File: src/rtl/aes_pkg.sv
// Shared AES types and constants for the byte-serial decryption front end.
// Also provides the byte-lane merge used when assembling a 128-bit state.
package aes_pkg;

    localparam int          AES_BLOCK_BYTES = 16;
    localparam logic [3:0]  AES_LAST_IDX    = 4'd15;

    typedef logic [127:0] aes_state_t;

    typedef enum logic {
        FILL  = 1'b0,
        STALL = 1'b1
    } state_e;

    // Byte k of a state lives in bits [127-8k -: 8] (FIPS-197 order, byte 0 at the MSB).
    function automatic aes_state_t set_state_byte(input aes_state_t s,
                                                  input logic [3:0] idx,
                                                  input logic [7:0] b);
        aes_state_t r;
        r = s;
        r[7'd127 - {idx, 3'b000} -: 8] = b;
        return r;
    endfunction

endpackage

File: src/rtl/aes_inv_shiftrow.sv
// Combinational InvShiftRows: row r of the state is rotated right by r columns.
// Shared with the decryption round datapath.
module aes_inv_shiftrow
    import aes_pkg::*;
(
    input  logic [127:0] dataIn,
    output logic [127:0] dataOut
);

    // out[r][c] = in[r][(c - r) mod 4], with state byte [r][c] = byte r + 4c
    for (genvar r = 0; r < 4; r++) begin : g_row
        for (genvar c = 0; c < 4; c++) begin : g_col
            localparam int DST = r + 4 * c;
            localparam int SRC = r + 4 * ((c - r + 4) % 4);
            assign dataOut[127 - 8 * DST -: 8] = dataIn[127 - 8 * SRC -: 8];
        end
    end

endmodule

File: src/rtl/aes_inv_shiftrow_deser.sv
// Byte-serial receive stage: assembles 16 ciphertext-state bytes, applies InvShiftRows
// and hands the 128-bit result downstream over a valid/ready handshake.
module aes_inv_shiftrow_deser
    import aes_pkg::*;
#(
    parameter bit RESYNC = 1'b1
)
(
    input  logic         clk,
    input  logic         rst_n,
    input  logic [7:0]   byteIn,
    input  logic         byteValid,
    input  logic         byteFirst,
    output logic         byteReady,
    output logic [127:0] dataOut,
    output logic         outValid,
    input  logic         outReady
);

    state_e      state_r, state_s;
    logic [3:0]  cnt_r, cnt_s;
    aes_state_t  fill_r, fill_s;
    aes_state_t  data_out_r, data_out_s;
    logic        out_valid_r, out_valid_s;
    logic        byte_ready_r;

    logic        accept_s;
    logic        take_s;
    logic        resync_s;
    logic [3:0]  byte_idx_s;
    aes_state_t  merged_s;
    aes_state_t  inv_in_s;
    aes_state_t  inv_out_s;

    assign accept_s   = byteValid & byte_ready_r;
    assign take_s     = out_valid_r & outReady;
    assign resync_s   = accept_s & byteFirst & RESYNC;
    assign byte_idx_s = resync_s ? 4'd0 : cnt_r;
    assign merged_s   = set_state_byte(fill_r, byte_idx_s, byteIn);

    // In STALL the fill register already holds the complete block, byte 15 included.
    assign inv_in_s   = (state_r == STALL) ? fill_r : merged_s;

    aes_inv_shiftrow u_inv (
        .dataIn  (inv_in_s),
        .dataOut (inv_out_s)
    );

    // Next-state, byte counter, fill register and output register update
    always_comb begin
        state_s     = state_r;
        cnt_s       = cnt_r;
        fill_s      = fill_r;
        data_out_s  = data_out_r;
        out_valid_s = out_valid_r & ~take_s;
        case (state_r)
            FILL: begin
                if (accept_s) begin
                    fill_s = merged_s;
                    if (resync_s) begin
                        cnt_s = 4'd1;
                    end else if (cnt_r == AES_LAST_IDX) begin
                        if (!out_valid_r || take_s) begin
                            data_out_s  = inv_out_s;
                            out_valid_s = 1'b1;
                            cnt_s       = 4'd0;
                        end else begin
                            state_s = STALL;
                        end
                    end else begin
                        cnt_s = cnt_r + 4'd1;
                    end
                end else begin
                    fill_s = fill_r;
                end
            end
            STALL: begin
                if (take_s) begin
                    data_out_s  = inv_out_s;
                    out_valid_s = 1'b1;
                    cnt_s       = 4'd0;
                    state_s     = FILL;
                end else begin
                    state_s = STALL;
                end
            end
            default: begin
                state_s = FILL;
                cnt_s   = 4'd0;
            end
        endcase
    end

    // State and datapath registers; byteReady is registered from the next state
    always_ff @(posedge clk or negedge rst_n) begin
        if (!rst_n) begin
            state_r      <= FILL;
            cnt_r        <= 4'd0;
            fill_r       <= '0;
            data_out_r   <= '0;
            out_valid_r  <= 1'b0;
            byte_ready_r <= 1'b1;
        end else begin
            state_r      <= state_s;
            cnt_r        <= cnt_s;
            fill_r       <= fill_s;
            data_out_r   <= data_out_s;
            out_valid_r  <= out_valid_s;
            byte_ready_r <= (state_s == FILL);
        end
    end

    assign byteReady = byte_ready_r;
    assign dataOut   = data_out_r;
    assign outValid  = out_valid_r;

endmodule

File: config.mk
export PLATFORM = sky130hd
export DESIGN_NAME = aes_inv_shiftrow_deser
export DESIGN_NICKNAME = d
export VERILOG_FILES = /design/src/rtl/aes_pkg.sv /design/src/rtl/aes_inv_shiftrow.sv /design/src/rtl/aes_inv_shiftrow_deser.sv
export SDC_FILE = /design/constraint.sdc
export NUM_CORES = 1
export LEC_CHECK = 0
export ABC_AREA = 1
export BUFFER_PORTS_ARGS = -buffer_cell sky130_fd_sc_hd__buf_2
export CORE_UTILIZATION = 48
export DETAILED_ROUTE_END_ITERATION = 8
export PLACE_DENSITY = 0.7
export SYNTH_ARGS = -nofsm -noshare
export SYNTH_HDL_FRONTEND = slang
export SYNTH_SLANG_ARGS = --single-unit
File: constraint.sdc
create_clock -name clk -period 1.93 [get_ports clk]
set_input_delay 0.0965 -clock clk [delete_from_list [all_inputs] [get_ports clk]]
set_output_delay 0.0965 -clock clk [all_outputs]
set_load 0.03 [all_outputs]
==> impl_metrics.tcl, run 1 <==
set metrics [dict create \
    status "finished clean" \
    rows 61 \
    gp_congestion 0.852 \
    overflow 0 \
    die_x_um 172 \
    place_area_sq_um 15200 \
    end_kind "flop" \
    switching_power_uw 10700 \
    h-tree-depth 1 \
    powerDensity_nw_per_um2 1540 \
    syn_to_final_growth_pct 18.4 \
    mappedNetlistArea_sq_um 13800 \
    yosysUniqueCellTypes 24 \
    die_area_sq_um 29500 \
    grt_pass1_wl_um 65800 \
    wl_per_cell_um 16.5 \
    syn_nets 2010 \
    seq_power_share 0.375 \
    synth-seq-cells 263 \
    io_buffers 142 \
    diodes 0 \
    worst_pin_slew_ns 0.759 \
    drc 0 \
    fin_hold_ws_ns 0.0255 \
    setup_viol 0 \
    ant_nets 0 \
    grt_pass1_vias 12800 \
    critPathLaunchType "flop" \
    fmax_ghz 0.533 \
    vias_per_cell 5.53 \
    rsz0062_at_grt "yes" \
    cts-root-buf "clkbuf_16" \
    period_share 0.971 \
    cap_viol_max_count 0 \
    cts.clk_slew.worst_paths_ns 0.06 \
    irDropWorstVdd_mv 0.847 \
    clock_sinks 263 \
    clock_latency_ns 0.55 \
    p_comb_frac 0.392 \
    cts_buffer_depth 3 \
    postSynthCellCount 1996 \
    worstPathArrival_ns 2.31 \
    design.portCount 143 \
    final_util 0.583 \
    final.setup.tns_ns 0 \
    antenna_found_initial 0 \
    firstDrtPassIters 6 \
    nets 2136 \
    min_path_type "in2reg" \
    period_minus_slack_ns 1.87 \
    cts_tree "built" \
    final_max_slew_viol_count 0 \
    required_ns 2.36 \
    die_height_um 172 \
    worstSetupPathType "reg2reg" \
    switching_share 0.425 \
    final_cell_area_sq_um 16400 \
    grt.total_usage 0.281 \
    core-area_sq_um 28100 \
    finClkSkew_ns 0.0121 \
    grt_start_max_net_pins 89 \
    slew_headroom 0.494 \
    p_leak_uw 0.00969 \
    dr_total_vias 13900 \
    numCtsBuffers 29 \
    rrSetupSlack_ns 0.06 \
    crit_fanout 57 \
    yosys_warnings 0 \
    nFillCells 2655 \
    hold_violations 0 \
    start_util 0.492 \
    drt-total-wl_um 41700 \
    p_int_uw 14500 \
    layout-drive-gt1-share 0.134 \
    avgSynthCellArea_sq_um 6.93 \
    drt_iter0_drc 1656 \
    dp_hpwl_um 25600 \
    clockPowerShare 0.233 \
    yosysSeqAreaShare 0.476 \
]
[kinds of logic (layout without fill, tap and decap cells)]
kind of cell             Yosys count  in the layout  synth area share
AND/OR/NAND/NOR                 1470           1470             0.431
adder cells (fa/ha/maj)            1              1          0.000905
flip-flops                       263            263             0.476
buffers and inverters            151            297            0.0494
AO/OA/AOI/OAI                    111            111            0.0425
[path summary, 6_finish.rpt]
kind / startpoint / to / depth (start not counted)
max in group asynchronous: rst_n / dataOut[15] / 3
worst max register to register: byteReady / dataOut[88] / 9
worst min-delay path: byteIn[1] / fill_r[25] / 5
worst max-delay path: byteReady / dataOut[88] / 9
min in group asynchronous: rst_n / fill_r[72] / 2
worst min register to register: dataOut[78] / dataOut[78] / 2
[registers in the layout, indices dropped and copies added, names as in the netlist]
signal	cells
dataOut	128
fill_r	128
outValid	1
cnt_r	4
state_r	1
byteReady	1
[cells in the final DEF, fill, tap and decap left out, drive strengths merged]
cell type and count:
nand2 895, nor2 301, dfrtp 262, nand3 235
buf 220, o21ai 89, nand4 38, clkbuf 38
inv 21, a31oi 17, clkinv 8, bufinv 6
a21oi 5, dlygate4sd3 3, nor3 1, ha 1
dfstp 1, clkinvlp 1
[layout make-up]
type	instances	area, sq um	share of cell area
clock inverter	15	228	0.0139
clock buffer	36	772	0.0472
inverter	21	86.3	0.00528
sequential	263	6580	0.402
tap	378	473	0.0289
multi-input combinational	1582	6610	0.404
timing repair buffer	225	1610	0.0986
[worst max-delay path, stage by stage, from the launching register on]
cell     delay (ns)
dfstp_2        0.59
nand3_4        0.12
nand2_2        0.12
buf_12         0.29
nand3_1        0.12
buf_4          0.19
nand2_1        0.08
nand3_1        0.08
nand2_1        0.11
nand2_1        0.06
[power by group through the flow]
stage	Combinational, uW	Clock (uW)	Sequential [uW]
after global placement	9550	0	9390
after global routing	11000	6200	9720
after detailed placement	9770	0	9460
final	9880	5880	9440
after CTS	9840	5970	9420
after floorplan	4540	0	11500
[timing repair]
item,in CTS,in global routing
buffers inserted,0,5
setup endpoints to repair,0,84
hold endpoints to repair,186,0
gates resized for setup,0,20
hold buffers,3,0
[Yosys cell counts]
| cell type | n | area [sq um] |
|---|---|---|
| dfrtp_1 | 262 | 6560 |
| clkbuf_8 | 4 | 55.1 |
| buf_2 | 31 | 155 |
| buf_4 | 3 | 22.5 |
| inv_2 | 3 | 11.3 |
| clkbuf_4 | 1 | 7.51 |
| buf_6 | 3 | 33.8 |
| inv_1 | 18 | 67.6 |
| nand2_2 | 2 | 12.5 |
| clkbuf_1 | 67 | 251 |
| a21oi_1 | 5 | 25.0 |
| a31oi_1 | 17 | 106 |
| nand4_1 | 38 | 238 |
| nor2_1 | 301 | 1130 |
| buf_1 | 21 | 78.8 |
| ha_1 | 1 | 12.5 |
| o21ai_4 | 1 | 16.3 |
| nand3_4 | 2 | 35.0 |
| nor3_4 | 1 | 16.3 |
| nand3_1 | 231 | 1160 |
| nand2_1 | 893 | 3350 |
| o21ai_0 | 88 | 440 |
| dfstp_2 | 1 | 26.3 |
| nand3_2 | 2 | 20.0 |
[stage by stage]
step	instances	setup slack [ns]	power (uW)
final	2520	0.0551	25200
after global routing	2520	-0.0298	26900
after CTS	2513	0.0182	25200
after detailed placement	2459	0.0819	19200
after global placement	2459	0.104	18900
after floorplan	1996	0.235	16100
[metal layers]
layer / wire length, um / share of wire / up-vias / global-route usage
met5: 0 / 0 / - / 0
met4: 1050 / 0.025 / 0 / 0.0998
met3: 3570 / 0.086 / 77 / 0.0338
met2: 19000 / 0.45 / 645 / 0.443
met1: 18100 / 0.43 / 6601 / 0.397
li1: - / - / 6604 / -
Power figures use the tool's default switching activity.
==> run 2, diff against run 1 <==
- BUFFER_PORTS_ARGS: -buffer_cell sky130_fd_sc_hd__buf_2 -> default
- CORE_UTILIZATION: 48 -> 45
- DONT_BUFFER_PORTS: default -> 1
- PLACE_DENSITY: 0.7 -> 0.63
==> run 2 against run 1 <==
  * The run now ends with negative hold slack left
  * Sequential power up 27%
  * Final cell count down 4.5%
  * Highest routed layer is now met5
  * Largest power group is now sequential cells
  * Routed wire length up 1.8%
  * Die area up 6.6%
==> impl_metrics.tcl, run 2 (synthesis gave the netlist of run 1 again) <==
set metrics [dict create \
    status "finished, violations left" \
    violations "negative hold slack" \
    p_int_uw 13600 \
    seq_power_share 0.501 \
    grt_start_max_net_pins 264 \
    p_total_uw 23900 \
    p_leak_uw 0.00928 \
    nets 2010 \
    dp_worst_setup_slack_ns -0.0301 \
    layout_commonest_cell "nand2_1" \
    ant_nets 0 \
    dr_total_vias 13200 \
    h-tree-depth 1 \
    rsz0062_at_grt "yes" \
    path_cells "nand3_4 -> nand2_2 -> clkinv_1 -> buf_4 -> nand3_1 -> nand3_1 -> nand2_1 -> nand2_1" \
    syn_to_final_growth_pct 15.1 \
    end_kind "flop" \
    final_cell_mix "nand2_1 (891), nor2_1 (301), dfrtp_1 (262)" \
    hold_violations 263 \
    p_comb_frac 0.253 \
    rows 63 \
    setup_viol 0 \
    drt-total-wl_um 42400 \
    critPathLaunchType "flop" \
    gp_congestion 0.820 \
    worstSetupPathType "reg2reg" \
    dp_hpwl_um 25000 \
    switching_share 0.432 \
    clock_latency_ns 0.56 \
    firstDrtPassIters 5 \
    drt_iter0_drc 1172 \
    finClkSkew_ns 0.0118 \
    wl_per_cell_um 17.6 \
    setup_ws_ns 0.0872 \
    ctsHoldBuffers 11 \
    period_share 0.955 \
    required_ns 2.37 \
    cts_tree "built" \
    reg2reg_depth 8 \
    clockPowerShare 0.246 \
    slew_headroom 0.345 \
    period_minus_slack_ns 1.84 \
    worstPathArrival_ns 2.28 \
    numCtsBuffers 30 \
    irDropWorstVdd_mv 1.12 \
    place_area_sq_um 14500 \
    core-area_sq_um 30000 \
    fmax_ghz 0.543 \
    die_height_um 177 \
    design.portCount 143 \
    layout-drive-gt1-share 0.0773 \
    drc 0 \
    overflow 0 \
    io_buffers 0 \
    crit_fanout 27 \
    start_util 0.462 \
    grt_pass1_wl_um 66000 \
    fin_hold_ws_ns -0.757 \
    powerDensity_nw_per_um2 1500 \
    final_cell_area_sq_um 15900 \
    cp_slowest_cell "dfstp_2" \
    antenna_found_initial 1 \
    grt_pass1_vias 12200 \
    final.setup.tns_ns 0 \
    die_x_um 177 \
    diodes 0 \
    vias_per_cell 5.49 \
    cts-root-buf "clkbuf_16" \
    switching_power_uw 10300 \
    grt.total_usage 0.264 \
    max_stage_delay_ns 0.56 \
    cap_viol_max_count 0 \
    cts_buffer_depth 3 \
    cts.clk_slew.worst_paths_ns 0.06 \
    final_max_slew_viol_count 0 \
    min_path_type "in2async" \
    worst_pin_slew_ns 0.980 \
    die_area_sq_um 31400 \
    clock_sinks 263 \
]
run 2: cell count changes in the layout (fill, tap and decap cells not counted), sizes merged:
cell          previous run  this run
inv                     21        20
clkinv                   8         5
clkinvlp                 1         3
buf                    220        82
dlygate4sd3              3        10
bufinv                   6         3
dlymetal6s4s             0         1
clkbuf                  38        48
run 2: layout make-up:
class	count	area [sq um]
Clock buffer	43	881
Timing Repair Buffer	98	1110
Fill cell	2916	14000
Tap cell	390	488
Sequential cell	263	6580
Clock inverter	10	136
Multi-Input combinational cell	1582	6630
Inverter	21	86.3
run 2: repair_timing:
item / CTS / global route
endpoints found under the hold margin: 375 / 263
pin swaps: 0 / 1
cloned: 0 / 6
gates resized for setup: 3 / 14
setup buffers: 0 / 6
setup endpoints to repair: 21 / 121
run 2: power by group through the flow:
stage | logic, uW | registers (uW) | clock network, uW
6_report | 6040 | 12000 | 5890
5_1_grt | 6980 | 12300 | 6190
4_1_cts | 5980 | 12000 | 5990
3_5_place_dp | 5890 | 12100 | 0
3_3_place_gp | 5640 | 12000 | 0
2_1_floorplan | 4540 | 11500 | 0
run 2: worst paths after layout:
check,slack (ns),startpoint,end
max,0.09,byteReady,dataOut[117]
min,-0.76,rst_n,dataOut[3]
max reg2reg,0.09,byteReady,dataOut[117]
min reg2reg,0.50,fill_r[86],fill_r[86]
max in group asynchronous,2.18,rst_n,fill_r[112]
min in group clk,0.03,byteFirst,fill_r[96]
run 2: metrics by stage:
| stage | cells | utilization | hold WS, ns |
|---|---|---|---|
| after floorplan | 1996 | - | -0.199 |
| after global placement | 2331 | 0.484 | -0.183 |
| after detailed placement | 2331 | 0.484 | -0.184 |
| after CTS | 2395 | 0.522 | -0.782 |
| after global routing | 2407 | 0.531 | -0.775 |
| final | 2407 | 0.531 | -0.757 |
run 2: per-layer routing:
layer	vias to the layer above	global-route usage	wire length (um)
met4	2	0.0791	1120
met5	-	0	13
met2	475	0.400	19400
met1	6302	0.376	18500
met3	71	0.0578	3420
li1	6361	-	-
run 2: worst max-delay path, delay by kind of cell, from the launching register on:
| family | cells | cell delay, ns |
|---|---|---|
| simple gates | 6 | 0.75 |
| flops | 1 | 0.56 |
| buf+inv | 2 | 0.41 |
